===== src/rtl/enemy_fire_scheduler.sv =====
// Enemy bullet scheduler: shares one bullet between enemy columns, launching from the
// front ship of the next eligible column. Optional macro ENEMY_FIRE_LFSR_EN picks the start column pseudo-randomly.
module enemy_fire_scheduler #(
  parameter int unsigned num_cols_p          = 8,
  parameter int unsigned fire_delay_frames_p = 60,
  parameter logic [9:0]  bullet_step_p       = 10'd4,
  parameter logic [9:0]  screen_bot_p        = 10'd479
) (
  input  logic                       clk_i,
  input  logic                       reset_i,
  input  logic                       frame_i,
  input  logic                       start_i,
  input  logic                       stop_i,
  input  logic [num_cols_p-1:0]      col_valid_i,
  input  logic [10*num_cols_p-1:0]   col_x_i,
  input  logic [10*num_cols_p-1:0]   col_bot_i,
  input  logic                       bullet_clear_i,
  output logic                       fire_o,
  output logic [3:0]                 fire_col_o,
  output logic                       bullet_active_o,
  output logic [9:0]                 bullet_x_o,
  output logic [9:0]                 bullet_y_o
);

  localparam int unsigned coord_w = 10;
  localparam int unsigned idx_w   = 4;
  localparam int unsigned cnt_w   = $clog2(fire_delay_frames_p + 1);
  localparam logic [cnt_w-1:0] cnt_last = cnt_w'(fire_delay_frames_p - 1);
  localparam logic [idx_w-1:0] idx_last = idx_w'(num_cols_p - 1);

  typedef enum logic [1:0] {
    ST_IDLE,
    ST_WAIT,
    ST_SELECT,
    ST_FLIGHT
  } state_t;

  state_t               state_q, state_d;
  logic [cnt_w-1:0]     cnt_q, cnt_d;
  logic                 fire_q, fire_d;
  logic [idx_w-1:0]     fire_col_q, fire_col_d;
  logic                 active_q, active_d;
  logic [coord_w-1:0]   x_q, x_d;
  logic [coord_w-1:0]   y_q, y_d;

  logic [idx_w-1:0]     start_idx;
  logic                 hit;
  logic                 hi_hit;
  logic [idx_w-1:0]     hi_idx;
  logic [idx_w-1:0]     lo_idx;
  logic [idx_w-1:0]     sel_idx;
  logic [idx_w-1:0]     sel_next;
  logic [coord_w-1:0]   sel_x;
  logic [coord_w-1:0]   sel_y;
  logic [coord_w:0]     y_next;

`ifdef ENEMY_FIRE_LFSR_EN
  logic [15:0] lfsr_q;
  logic        lfsr_fb;

  assign lfsr_fb   = lfsr_q[15] ^ lfsr_q[13] ^ lfsr_q[12] ^ lfsr_q[10];
  assign start_idx = idx_w'(32'(lfsr_q[3:0]) % num_cols_p);

  // Free-running start-column generator, stepped once per frame
  always_ff @(posedge clk_i) begin
    if (reset_i) begin
      lfsr_q <= 16'hACE1;
    end else if (frame_i) begin
      lfsr_q <= {lfsr_q[14:0], lfsr_fb};
    end
  end
`else
  logic [idx_w-1:0] ptr_q, ptr_d;

  assign start_idx = ptr_q;

  always_ff @(posedge clk_i) begin
    if (reset_i) begin
      ptr_q <= '0;
    end else begin
      ptr_q <= ptr_d;
    end
  end
`endif

  // Wrapping priority search: lowest live column at/after start, else lowest overall
  always_comb begin
    hit    = 1'b0;
    hi_hit = 1'b0;
    hi_idx = '0;
    lo_idx = '0;
    for (int i = int'(num_cols_p) - 1; i >= 0; i--) begin
      if (col_valid_i[i]) begin
        hit    = 1'b1;
        lo_idx = idx_w'(i);
        if (idx_w'(i) >= start_idx) begin
          hi_hit = 1'b1;
          hi_idx = idx_w'(i);
        end
      end
    end
    sel_idx  = hi_hit ? hi_idx : lo_idx;
    sel_next = (sel_idx == idx_last) ? '0 : idx_w'(sel_idx + idx_w'(1));
  end

  always_comb begin
    sel_x = '0;
    sel_y = '0;
    for (int i = 0; i < int'(num_cols_p); i++) begin
      if (idx_w'(i) == sel_idx) begin
        sel_x = col_x_i[i*coord_w +: coord_w];
        sel_y = col_bot_i[i*coord_w +: coord_w];
      end
    end
  end

  // One extra bit so the off-screen test cannot wrap
  assign y_next = {1'b0, y_q} + {1'b0, bullet_step_p};

  always_ff @(posedge clk_i) begin
    if (reset_i) begin
      state_q    <= ST_IDLE;
      cnt_q      <= '0;
      fire_q     <= 1'b0;
      fire_col_q <= '0;
      active_q   <= 1'b0;
      x_q        <= '0;
      y_q        <= '0;
    end else begin
      state_q    <= state_d;
      cnt_q      <= cnt_d;
      fire_q     <= fire_d;
      fire_col_q <= fire_col_d;
      active_q   <= active_d;
      x_q        <= x_d;
      y_q        <= y_d;
    end
  end

  always_comb begin
    state_d    = state_q;
    cnt_d      = cnt_q;
    fire_d     = 1'b0;
    fire_col_d = fire_col_q;
    active_d   = active_q;
    x_d        = x_q;
    y_d        = y_q;
`ifndef ENEMY_FIRE_LFSR_EN
    ptr_d      = ptr_q;
`endif
    if (stop_i) begin
      state_d  = ST_IDLE;
      active_d = 1'b0;
      cnt_d    = '0;
    end else begin
      case (state_q)
        ST_IDLE: begin
          if (start_i) begin
            state_d = ST_WAIT;
            cnt_d   = '0;
          end
        end
        ST_WAIT: begin
          if (frame_i) begin
            if (cnt_q == cnt_last) begin
              state_d = ST_SELECT;
              cnt_d   = '0;
            end else begin
              cnt_d = cnt_q + cnt_w'(1);
            end
          end
        end
        ST_SELECT: begin
          if (hit) begin
            state_d    = ST_FLIGHT;
            fire_d     = 1'b1;
            active_d   = 1'b1;
            fire_col_d = sel_idx;
            x_d        = sel_x;
            y_d        = sel_y;
`ifndef ENEMY_FIRE_LFSR_EN
            ptr_d      = sel_next;
`endif
          end else begin
            state_d = ST_WAIT;
            cnt_d   = '0;
          end
        end
        ST_FLIGHT: begin
          // A hit retires the bullet in place, ahead of any movement this cycle
          if (bullet_clear_i) begin
            state_d  = ST_WAIT;
            active_d = 1'b0;
            cnt_d    = '0;
          end else if (frame_i) begin
            if (y_next > {1'b0, screen_bot_p}) begin
              state_d  = ST_WAIT;
              active_d = 1'b0;
              cnt_d    = '0;
            end else begin
              y_d = y_next[coord_w-1:0];
            end
          end
        end
        default: begin
          state_d  = ST_IDLE;
          active_d = 1'b0;
          cnt_d    = '0;
        end
      endcase
    end
  end

  assign fire_o          = fire_q;
  assign fire_col_o      = fire_col_q;
  assign bullet_active_o = active_q;
  assign bullet_x_o      = x_q;
  assign bullet_y_o      = y_q;

endmodule

===== config.mk =====
export PLATFORM = sky130hd
export DESIGN_NAME = enemy_fire_scheduler
export DESIGN_NICKNAME = d
export VERILOG_FILES = /design/src/rtl/enemy_fire_scheduler.sv
export SDC_FILE = /design/constraint.sdc
export NUM_CORES = 1
export LEC_CHECK = 0
export CORE_MARGIN = 5
export CORE_UTILIZATION = 41
export DETAILED_ROUTE_END_ITERATION = 16
export PLACE_DENSITY_LB_ADDON = 0.3
export SETUP_SLACK_MARGIN = 0.3
export SYNTH_ARGS = -nofsm -noshare
export SYNTH_HDL_FRONTEND = slang
export SYNTH_SLANG_ARGS = --single-unit

===== constraint.sdc =====
create_clock -name clk_i -period 4.5 [get_ports clk_i]
set_input_delay 0.675 -clock clk_i [delete_from_list [all_inputs] [get_ports clk_i]]
set_output_delay 0.675 -clock clk_i [all_outputs]
set_load 0.005 [all_outputs]

* Word level (Yosys, flattened, before mapping)
Index checks and enable logic that the tools add are counted.
** Storage, ports and cells
- Register bits :: 38
- Input bits :: 174
- Output and inout port bits :: 26
- Logic and storage cells :: 147
** Cells by class
- Add/subtract/negate cells :: 3
- Magnitude comparators :: 9
- Equality and inequality tests :: 22
- Multiplexer cells :: 93
- Bitwise operators :: 2
- Reduce and logical (&&, ||, !) cells :: 10
** Operator list (number)
- two-way mux 10 bit :: 20
- two-way mux 4 bit :: 23
- two-way mux 6 bit :: 7
- two-way mux 1 bit :: 29
- one-hot mux 6 bit (4 select lines) :: 1
- one-hot mux 10 bit (2 select lines) :: 1
- equality test 3 x 4 -> 1 bit (first input constant) :: 4
- >= comparator 3 x 4 -> 1 bit (first input constant) :: 4
- inequality test 2 bit (second input constant) :: 8
- two-way mux 2 bit :: 7
- adder 10 x 3 -> 11 bit (second input constant) :: 1
- greater-than comparator 11 x 9 -> 1 bit (second input constant) :: 1
- AND reduction 5 bit :: 2
- two-way mux 3 bit :: 3
- equality test 2 x 4 -> 1 bit (first input constant) :: 2
- >= comparator 1 x 4 -> 1 bit (first input constant) :: 2
- >= comparator 2 x 4 -> 1 bit (first input constant) :: 2
- one-hot mux 2 bit (4 select lines) :: 1
- adder 6 x 1 -> 6 bit (second input constant) :: 1
- equality test 6 bit (second input constant) :: 1
- inequality test 3 bit (second input constant) :: 2
- AND reduction 6 bit :: 1
- adder 4 x 1 -> 4 bit (second input constant) :: 1
- equality test 1 x 4 -> 1 bit (first input constant) :: 1
- other kinds (12) :: 14

* Depth between registers and ports, before layout
- Word-level depth :: 29
- Depth in mapped cells :: 17

* Least setup slack after synthesis
Ideal clock, no wire load.
- Kind :: input port to flip-flop
- From :: in col_valid_i[3]
- To :: reg y_q[9], in the netlist bullet_y_o[9]
- Library setup time :: 0.155 ns
- Arrival time :: 3.189 ns
- Data required time :: 4.345 ns
- Slack :: 1.157 ns
- Stages on the path :: 11
- Buffers on the path :: 2
- Cells stage by stage :: or4_1 -> o32a_1 -> o21ai_2 -> nand3_1 -> clkbuf_1 -> ha_1 -> inv_1 -> clkbuf_1 -> nand3_1 -> o2111ai_1 -> a31oi_1
** Between the ends
- Cells in the longest elaborated chain, start to end :: 19
** RTL lines
- from (decl) :: RTL line 14 : input logic [num_cols_p-1:0] col_valid_i,
- two-way mux 4 bit or two-way mux 1 bit (tied branches) :: RTL line 93 : if (col_valid_i[i]) begin
- two-way mux 4 bit or two-way mux 1 bit (tied branches) :: RTL line 96 : if (idx_w'(i) >= start_idx) begin
- two-way mux 4 bit or two-way mux 1 bit (tied branches) :: RTL line 93
- two-way mux 4 bit or two-way mux 1 bit (tied branches) :: RTL line 96
- two-way mux 4 bit or two-way mux 1 bit (tied branches) :: RTL line 93
- two-way mux 4 bit or two-way mux 1 bit (tied branches) :: RTL line 96
- two-way mux 4 bit or two-way mux 1 bit (tied branches) :: RTL line 93
- two-way mux 4 bit :: RTL line 102 : sel_idx = hi_hit ? hi_idx : lo_idx;
- logical NOT 4 bit :: RTL line 110 : if (idx_w'(i) == sel_idx) begin
- two-way mux 10 bit (8 in a row) :: RTL line 110
- two-way mux 10 bit :: RTL line 174 : if (hit) begin
- one-hot mux 10 bit (2 select lines) :: RTL line 156 : case (state_q)
- to (signal assigned) :: RTL line 136 : y_q <= y_d;
- to (decl) :: RTL line 44 : logic [coord_w-1:0] y_q, y_d;
Several ways; a longest one is shown, not always the timed one. The select of a mux whose other input is x is not followed.
A chain may end at the register's enable or synchronous reset.

* Worst setup path in the final report
- From :: in col_valid_i[7]
- To :: reg x_q[0], in the netlist bullet_x_o[0]
** Between the ends
- Cells in the longest elaborated chain, start to end :: 25
** RTL lines
- two-way mux 3 bit or two-way mux 1 bit (tied branches) :: RTL line 93
- two-way mux 4 bit or two-way mux 1 bit (tied branches) :: RTL line 96
- two-way mux 4 bit or two-way mux 1 bit (tied branches) :: RTL line 93
- two-way mux 4 bit or two-way mux 1 bit (tied branches) :: RTL line 96
- two-way mux 4 bit or two-way mux 1 bit (tied branches) :: RTL line 93
- two-way mux 4 bit or two-way mux 1 bit (tied branches) :: RTL line 96
- two-way mux 4 bit or two-way mux 1 bit (tied branches) :: RTL line 93
- two-way mux 4 bit or two-way mux 1 bit (tied branches) :: RTL line 96
- [... 4 more ...]
- two-way mux 4 bit or two-way mux 1 bit (tied branches) :: RTL line 93
- two-way mux 4 bit or two-way mux 1 bit (tied branches) :: RTL line 96
- two-way mux 4 bit or two-way mux 1 bit (tied branches) :: RTL line 93
- two-way mux 4 bit (*) :: RTL line 102
- net sel_idx[0] :: RTL line 51 : logic [idx_w-1:0] sel_idx;
- logical NOT 4 bit :: RTL line 110
- two-way mux 10 bit (7 in a row) :: RTL line 110
- two-way mux 10 bit (*) :: RTL line 110
- to (signal assigned) :: RTL line 127 : x_q <= '0;
- to (signal assigned) :: RTL line 135 : x_q <= x_d;
- to (decl) :: RTL line 43 : logic [coord_w-1:0] x_q, x_d;
Mark *: on every way through the listed nets, which the timed path passes. The rest lies on a longest branch.

==> tab_implementation.tex <==
\begin{tabular}{lr}
\hline
Metric & Value \\
\hline
\multicolumn{2}{l}{\textbf{Floorplanning}} \\
Starting utilization of the core area & 42.1\% \\
Die X-Extent & 108 µm \\
Row count & 35 \\
Die height & 108 µm \\
I/O pin count & 200 \\
Die ar. & 11600 µm² \\
Floorplan Core Area & 9280 µm² \\
\multicolumn{2}{l}{\textbf{Drt}} \\
Post-route DRC violation count & 0 \\
Wire length per cell after detailed routing & 20.0 µm \\
Violation count after the first detailed-route iteration & 529 \\
DRT antenna net count & 0 \\
Drt pass-1 iters & 5 \\
Via density per instance & 6.07 \\
WL final & 17500 µm \\
Vias post-DR & 5308 \\
\multicolumn{2}{l}{\textbf{Cells and area}} \\
Area occupied by multi-input gates & 2890 µm² \\
Footprint of the flip-flops and latches & 741 µm² \\
Layout cell share with drive strength beyond 1 & 6.70\% \\
Area growth syn-to-layout & 56.0\% \\
Utilization after layout & 65.8\% \\
Total non-filler cell area in the finished layout & 6100 µm² \\
Number of nets in the finished design & 933 \\
Count of antenna diodes in the layout & 0 \\
Layout filler cell count & 861 \\
\multicolumn{2}{l}{\textbf{Place}} \\
Post-place instance area & 6010 µm² \\
Final weighted congestion in routability-driven placement & 0.957 \\
Placed wire-length estimate after detailed placement & 13900 µm \\
Post-place setup slack & 232 ps \\
Input/output buffers & 198 \\
\multicolumn{2}{l}{\textbf{Hold path}} \\
Launch instance of the worst min-delay path & fire\_col\_o[2]\$\_SDFFE\_PP0P\_ \\
Number of cells on the worst hold path & 2 \\
Path class of the lowest-slack min-delay path & reg2reg \\
Hold EP & fire\_col\_o[2]\$\_SDFFE\_PP0P\_ \\
\multicolumn{2}{l}{\textbf{STA}} \\
Final total negative setup slack & 0 ps \\
Tightest Pin Transition & 1030 ps \\
Unrepaired setup endpoints after global routing & false \\
Post-route worst setup slack & 605 ps \\
Worst clock skew & 3.62 ps \\
Final Hold Fails & 0 \\
Highest achievable clock rate & 0.257 GHz \\
Final critical-path share of the clock period & 86.5\% \\
Final worst path period need & 3890 ps \\
Worst slew margin & 30.9\% \\
Number of pins with negative max-slew slack in the final report & 0 \\
Setup violations, final & 0 \\
\multicolumn{2}{l}{\textbf{Setup path}} \\
Kind of start point of the critical path & input port \\
Crit path kind & in2reg \\
Reg2Reg Setup Slack & 1060 ps \\
Reg2Reg Capture Point & bullet\_y\_o[4]\$\_SDFFE\_PP0P\_ \\
Worst flop-to-flop path startpoint & ptr\_q[1]\$\_SDFFE\_PP0P\_ \\
Worst Setup End Kind & register \\
Crit path max fanout & 12 \\
Data required time of the critical path & 4670 ps \\
Logic depth of the worst register-to-register path & 16 \\
Signal arrival time at the worst endpoint & 4060 ps \\
\multicolumn{2}{l}{\textbf{Synthesis}} \\
Most common cell in the synthesized netlist & nand2\_1 \\
Share of the synthesized area in the top cell type & 18.9\% \\
Average cell area after synthesis & 6.92 µm² \\
Share of synthesized area occupied by flip-flops and latches & 18.9\% \\
Count of synthesis-stage warnings from yosys & 0 \\
Net count of the mapped netlist & 753 \\
Proportion of synthesized flip-flops having asynchronous set or reset & 0\% \\
Most used standard cells in the synthesized netlist & nand2\_1, a21oi\_1, o21ai\_0 \\
EDFF count, synth & 0 \\
Netlist cell types & 73 \\
Main synth FF type & dfxtp\_1 \\
Post-synthesis cell area & 3910 µm² \\
Total of flip-flops plus latches after synthesis & 37 \\
Post-Syn Instances & 565 \\
Synth area leader & dfxtp\_1 \\
Ranking of synthesized cells by area & dfxtp\_1, a21oi\_1, o21ai\_0 \\
\multicolumn{2}{l}{\textbf{Power and ir drop}} \\
Leakage dissipation & 2.15 nW \\
Power per cell area & 152 nW/µm² \\
Total chip power & 925 µW \\
Peak ir drop on the vdd network & 112 µV \\
\multicolumn{2}{l}{\textbf{GRT}} \\
Wire length of the first global-routing pass & 27100 µm \\
Via count of the first global-routing pass & 5265 \\
Remaining Overflow, GRT & 0 \\
Maximum number of pins on one net before global-route repair & 40 \\
Total routing resource utilization after global routing & 29.2\% \\
Initial antenna violation count & 0 \\
\multicolumn{2}{l}{\textbf{Clock tree}} \\
Clock latency at the later pin of the worst-skew pair & 290 ps \\
Post-CTS Hold Fix Bufs & 0 \\
CTS tree & yes \\
Number of sinks on the clock net & 37 \\
Maximum root-to-sink buffer count & 2 \\
Root Driver & clkbuf\_8 \\
Clock edge transition at the registers on the reported setup and hold paths & 80 ps \\
Num CTS Buffers & 5 \\
H-tree Lvls & 2 \\
\multicolumn{2}{l}{\textbf{Job}} \\
Total of max-cap violations & 0 \\
\multicolumn{2}{l}{\textbf{Outcome}} \\
Status & completed \\
\hline
\end{tabular}
-- flip-flops by register name (all words and copies together) (netlist names) --
| name | cells |
|---|---|
| fire_o | 1 |
| ptr_q | 4 |
| bullet_x_o | 10 |
| bullet_active_o | 1 |
| cnt_q | 6 |
| fire_col_o | 3 |
| bullet_y_o | 10 |
| state_q | 2 |
-- placed cells by master, fill, tap and decap left out, drive strengths merged, types with 4 or more instances in the layout --
cell,Yosys,final
buf,7,19
nor4,5,5
nand3,22,22
nand2b,4,4
a221oi,9,9
o21a,5,5
or4,7,7
a311oi,5,5
nand3b,4,4
o211ai,4,4
o31ai,6,6
and3,16,16
ha,14,14
or2,4,4
or3,24,24
nand2,63,63
inv,26,26
o221ai,6,6
o31a,10,10
clkdlybuf4s50,0,198
nor3,14,14
dfxtp,37,37
a31oi,4,4
a21oi,58,58
o21ai,50,50
nor2b,4,4
o32ai,6,6
clkbuf,37,5
o311ai,5,5
nor2,33,33
xnor2,4,4
a211oi,11,11
o2111ai,15,15
-- metal layers --
layer	GRT usage (%)	share of wire [%]
met4	10.7	3.3
met1	36.4	40
met3	7.56	9.3
met5	0	0
met2	48.3	47
-- worst max path at each step --
stage	startpoint	to	slack [ps]	cells past startpoint
6_report	col_valid_i[7]	bullet_x_o[0]$_SDFFE_PP0P_	610	14
5_1_grt	col_valid_i[7]	bullet_y_o[9]$_SDFFE_PP0P_	300	15
4_1_cts	col_valid_i[7]	bullet_x_o[6]$_SDFFE_PP0P_	520	14
3_5_place_dp	col_valid_i[7]	bullet_x_o[5]$_SDFFE_PP0P_	230	14
3_3_place_gp	col_valid_i[7]	bullet_x_o[6]$_SDFFE_PP0P_	300	14
2_1_floorplan	col_valid_i[3]	bullet_y_o[9]$_SDFFE_PP0P_	1160	11
-- cell type report --
class                      count  area share (%)
multi-input combinational    458            47.4
timing repair buffer         217            34.8
sequential                    37            12.1
tap                          129            2.64
inverter                      26            1.60
clock buffer                   5            1.13
clock inverter                 3           0.287
-- metrics by stage --
step | std cells | hold slack [ps]
after detailed placement | 867 | 455
final | 875 | 459
after global placement | 867 | 444
after CTS | 875 | 466
after global routing | 875 | 482
after floorplan | 565 | 452
-- power by group --
group	internal (mW)	switching [mW]	leakage [nW]
combinational	0.200	0.156	1.81
clock	0.107	0.132	0.0439
sequential	0.328	0.00149	0.298
-- cells by family after synthesis --
group	Yosys count	synth area share, %
adders and majority gates	14	4.48
xor gates and xnor gates	4	0.895
buffers and inverters	70	7.23
and+or+nand+nor	210	27.3
muxes	2	0.544
DFF	37	18.9
other	1	0.0958
AOI/OAI and AO/OA	227	40.5
-- worst max-delay path, cell delays in order --
cell and delay (ps):
clkdlybuf4s50_1 530, and4b_1 240, nor3_1 230, nor2_1 60, o21ai_0 70, a21oi_1 110
nor2_1 280, inv_1 110, ha_1 240, ha_1 200, inv_1 230, nand3_1 470
o2111ai_1 480, a211oi_1 120
-- repair_timing --
| item | 4_1_cts | 5_1_grt |
|---|---|---|
| gates resized for setup | 0 | 1 |
| setup endpoints to repair | 0 | 4 |
| buffers inserted | 0 | 0 |
No activity file was read; power rests on OpenSTA's default activity.
==> patch 1, RTL diff (config.mk and constraints unchanged) <==
Add a define of `ENEMY_FIRE_LFSR_EN`.
--- a/src/rtl/enemy_fire_scheduler.sv
+++ b/src/rtl/enemy_fire_scheduler.sv
@@ -2,2 +2,4 @@
 // front ship of the next eligible column. Optional macro ENEMY_FIRE_LFSR_EN picks the start column pseudo-randomly.
+`define ENEMY_FIRE_LFSR_EN
+
 module enemy_fire_scheduler #(
Function: no difference found for any inputs over 10 cycles, from zero or initial values and one cycle with reset_i high; that may be too few to reach the edited logic, so the function may still have changed.
==> patch 1 against the original RTL <==
- cell area up 1.4%
- final cell count increased by 0.91%
- setup slack improved by 0.50 ns
- power increased by 48%
- via count shrank 8.3%
- area after synthesis increased by 3.7%
- die area is 3.4% higher
- clock power is 34% higher
- count of clock-buffer cells in the layout unchanged
- sequential power rose by 38%
- routed wire length fell by 14%
- sequential cell count grew 12
- critical path depth fell by 4
- fmax up 15%
- critical endpoint is now bullet_y_o[7]
==> patch 1: results (changes against the original RTL) <==
- Status: completed
- Crit path DAT: 3.62 ns (-0.44 ns)
- Layout cell share with drive strength beyond 1: 0.0520 (-0.0150)
- FFs w/ async S/R, synth: 0 (unchanged)
- Critical path launch point: col_valid_i[4]
- Mapped Area: 0.00406 mm^2 (+3.7%)
- Synth Flop Type: dfxtp_1
- CTS buffer count: 5 (unchanged)
- Sequential fraction of the synthesis area: 0.242 (+0.0524)
- Final #Nets: 931 (-0.21%)
- Via/cell ratio: 5.51 (-9.1%)
- Top reg by flops: lfsr_q
- Leak pwr: 2.42 nW (+12%)
- Flop-to-flop setup slack: 1.44 ns (+0.38 ns)
- Vias in the first global route: 4825 (-8.4%)
- Synth top area cells: dfxtp_1, nand2_1, nand3_1
- Initial DRC count: 404 (-24%)
- Worst setup endpoint: bullet_y_o[7]
- Worst Tran Pin Value: 0.776 ns (-0.252 ns)
- Top sig layer: met4
- Largest net degree at the start of global routing: 50 (+25%)
- Syn_nets: 757 (+0.53%)
- Hold Crit Class: flop to flop
- R2r startpoint: lfsr_q[2]
- Worst R2R Path Depth: 9 (-7)
- PortBufs: 198 (unchanged)
- Synth unique cells: 73 (unchanged)
- H-tree Lvls: 2 (unchanged)
- GR Util All Layers: 0.246 (-0.0461)
- Most common library cells after synthesis: nand2_1, nand3_1, dfxtp_1
- GPL Wtd Cong: 0.973 (+1.6%)
- Wl on met1: 6.09 mm (-13%)
- Drt total wl: 15.1 mm (-14%)
- Routed met3 length: 1.12 mm (-31%)
- DR WL met2: 7.48 mm (-9.3%)
- HPWL Detailed: 12.0 mm (-14%)
- Clock transition at path regs: 0.09 ns
- Critical path fanouts, max: 23 (+11)
- First-pass GRT wire length: 23.6 mm (-13%)
- Peak supply drop: 112 uV (+0.66%)
- Fin Clk Skew: 0.00678 ns (+0.00316 ns)
- Clk root buf: clkbuf_8
patch 1: changes by cell type in the layout (fill, tap and decap cells not counted), moves of 15 or more:
cell / delta
a21oi_1: -44
and3_1: -15
mux2i_1: +36
nand2_1: +69
nand3_1: +63
o21ai_0: -24
or3_1: -22
patch 1: worst min path at each step:
stage | endpoint | depth (start not counted) | start | slack, ns
global route | lfsr_q[7] | 2 | lfsr_q[7] | 0.52
floorplan | lfsr_q[11] | 2 | lfsr_q[11] | 0.44
CTS | lfsr_q[5] | 2 | lfsr_q[4] | 0.48
finish | lfsr_q[7] | 2 | lfsr_q[7] | 0.48
global placement | lfsr_q[15] | 2 | lfsr_q[14] | 0.46
detailed placement | lfsr_q[5] | 2 | lfsr_q[4] | 0.46
patch 1: layout make-up:
type,instances,area (um^2)
Timing Repair Buffer,208,2060
Inverter,13,48.8
Clock buffer,5,68.8
Fill cell,876,3540
Multi-Input combinational cell,472,2820
Tap cell,133,166
Sequential cell,49,981
Clock inverter,3,46.3
patch 1: routing by layer:
layer,track usage,up-vias
met5,0,-
met4,0.0686,0
met3,0.0593,24
met2,0.420,186
met1,0.308,2240
li1,-,2417
patch 1: kinds of logic (layout without fill, tap and decap cells):
logic type               count (synthesis)  after routing  synth area share
XOR/XNOR                                 9              9            0.0194
adder cells (fa/ha/maj)                  8              8            0.0247
flip-flops                              49             49             0.242
multiplexers                            42             42             0.105
AO/OA/AOI/OAI                          128            128             0.231
other                                    1              1          0.000924
buffers and inverters                   54            229            0.0650
AND/OR/NAND/NOR                        284            284             0.313
patch 1: worst max-delay path, stage by stage:
cell and delay [ns]:
clkdlybuf4s50_1 0.55, nor2_1 0.09, a221o_1 0.34, nand4_1 0.13
o21ba_1 0.25, nor2_2 0.64, buf_4 0.39, mux2i_1 0.22
mux2i_1 0.09, a211oi_1 0.24
patch 1: power by group:
group	total (W)	switching (W)	leakage, nW	internal (W)
Clock	0.000320	0.000153	0.0543	0.000166
Sequential	0.000457	0.0000124	0.398	0.000445
Combinational	0.000593	0.000304	1.97	0.000289
Total	0.00137	0.000469	2.42	0.000900
patch 1: metrics by stage:
step	worst slack (ns)	power (W)	area [um^2]	std cells	hold WS, ns
finish	1.10	0.00137	6190	883	0.483
global route	0.808	0.00146	6190	883	0.519
CTS	1.10	0.00137	6190	883	0.482
detailed placement	0.782	0.00106	6080	875	0.460
global placement	0.929	0.00105	6080	875	0.455
floorplan	2.05	0.000827	4060	575	0.441
==> patch 2, RTL diff (same settings) <==
Made on the original files. Encoding of `state_t`: now one-hot (4 bits for 4 states).
--- a/src/rtl/enemy_fire_scheduler.sv
+++ b/src/rtl/enemy_fire_scheduler.sv
@@ -30,7 +30,7 @@
 
-  typedef enum logic [1:0] {
-    ST_IDLE,
-    ST_WAIT,
-    ST_SELECT,
-    ST_FLIGHT
+  typedef enum logic [3:0] {
+    ST_IDLE   = 4'b0001,
+    ST_WAIT   = 4'b0010,
+    ST_SELECT = 4'b0100,
+    ST_FLIGHT = 4'b1000
   } state_t;
Function: same outputs for any inputs over 10 cycles, from zero or initial values and one cycle with reset_i high; not proved beyond that.
==> patch 2 against the original RTL <==
- setup slack worse by 0.045 ns
- power increased by 3.2%
- fmax decreased by 1.1%
- routed wire length is 5.0% lower
- cell area shrank 3.0%
- sequential cell count up 2
- core utilization is 1.5 points higher
- area after synthesis fell by 4.2%
- critical path type unchanged
- largest cell class unchanged
- highest routed layer unchanged
==> patch 2: results (changes against the original RTL) <==
- Status: completed
- Largest net degree at the start of global routing: 32 (-20%)
- Synth Area in Compound Gates: 0.380 (-0.0248)
- Crit path DAT: 4.10 ns (+0.04 ns)
- Seq area share: 0.132 (+0.0105)
- GR Util All Layers: 0.281 (-0.0107)
- TritonRoute pass-1 iters: 6 (+1)
- Initial DRC count: 383 (-28%)
- First-pass GRT wire length: 25.4 mm (-6.3%)
- Leak pwr: 2.08 nW (-3.6%)
- Post-synthesis mux area share: 0 (-0.00544)
- Sw frac: 0.300 (-0.0126)
- Synth top area cells: dfxtp_1, nand2_1, o21ai_0
- Peak supply drop: 98.4 uV (-12%)
- Wl on met1: 6.80 mm (-3.2%)
- Routed met3 length: 1.81 mm (+11%)
- Critical path fanouts, max: 22 (+10)
- Fin Clk Skew: 0.00789 ns (+0.00427 ns)
- Nonclk inv count: 19 (-27%)
- Via/cell ratio: 5.94 (-2.1%)
- Drt total wl: 16.6 mm (-5.0%)
- Final #Nets: 928 (-0.54%)
- CLK BUF: 6 (+1)
- GPL Wtd Cong: 0.945 (-1.3%)
- Most common library cells after synthesis: nand2_1, nor2_1, o21ai_0
- Multi-In Gates: 468 (+2.2%)
- HPWL Detailed: 13.5 mm (-2.8%)
- Synth unique cells: 65 (-11%)
- Met3 Usage GRT: 0.0746 (-0.00101)
- DR WL met2: 7.55 mm (-8.5%)
- Met1 Track Usage GR: 0.380 (+0.0161)
- Number of non-clock buffers in the layout: 212 (-2.3%)
- Synth Area in Adders: 0.0300 (-0.0147)
- Non-clock buffers, area share: 0.352 (+0.00440)
[patch 2: cell types whose count changed after synthesis, sizes merged, moves of 10 or more]
cell,change
or3,-15
and3,-13
nand3,-10
nor2,+34
nand2,+25
o31a,-10
[patch 2: per-stage QoR]
stage               std cells  setup slack (ns)  utilization  hold WS (ns)  cell area, um^2
global placement          846             0.249        0.661         0.458             5820
floorplan                 568              1.03            -         0.453             3750
CTS                       853             0.478        0.671         0.472             5900
finish                    853             0.560        0.672         0.465             5920
detailed placement        846             0.178        0.661         0.462             5820
global route              853             0.300        0.672         0.499             5920
[patch 2: kinds of logic after synthesis]
| logic type | after synthesis |
|---|---|
| buf+inv | 61 |
| compound gates | 213 |
| xor+xnor | 11 |
| simple gates | 234 |
| fa+ha+maj | 9 |
| other cells | 1 |
| flops | 39 |
[patch 2: power groups by stage]
stage,Sequential (W),Combinational [W],Clock (W)
floorplan,0.000356,0.000143,0
global placement,0.000360,0.000346,0
detailed placement,0.000360,0.000348,0
CTS,0.000352,0.000349,0.000248
global route,0.000353,0.000386,0.000264
finish,0.000352,0.000356,0.000246
[patch 2: worst max-delay path, stage by stage]
cell and delay, ns:
clkdlybuf4s50_1 0.56, and4b_1 0.23, or3_1 0.38, a32o_1 0.28, a21oi_2 0.25, inv_1 0.11, ha_1 0.21, inv_1 0.11
nor3_1 0.09, nand2_1 0.28, buf_4 0.32, nand2_1 0.18, a21oi_1 0.29, o32ai_1 0.13
[patch 2: final timing paths]
path | startpoint | end | slack (ns) | cells after the start
setup reg to reg | ptr_q[1] | bullet_y_o[2] | 1.08 | 13
hold reg to reg | fire_col_o[1] | fire_col_o[1] | 0.46 | 2
setup / recovery | col_valid_i[7] | bullet_x_o[2] | 0.56 | 14
hold / removal | fire_col_o[1] | fire_col_o[1] | 0.46 | 2
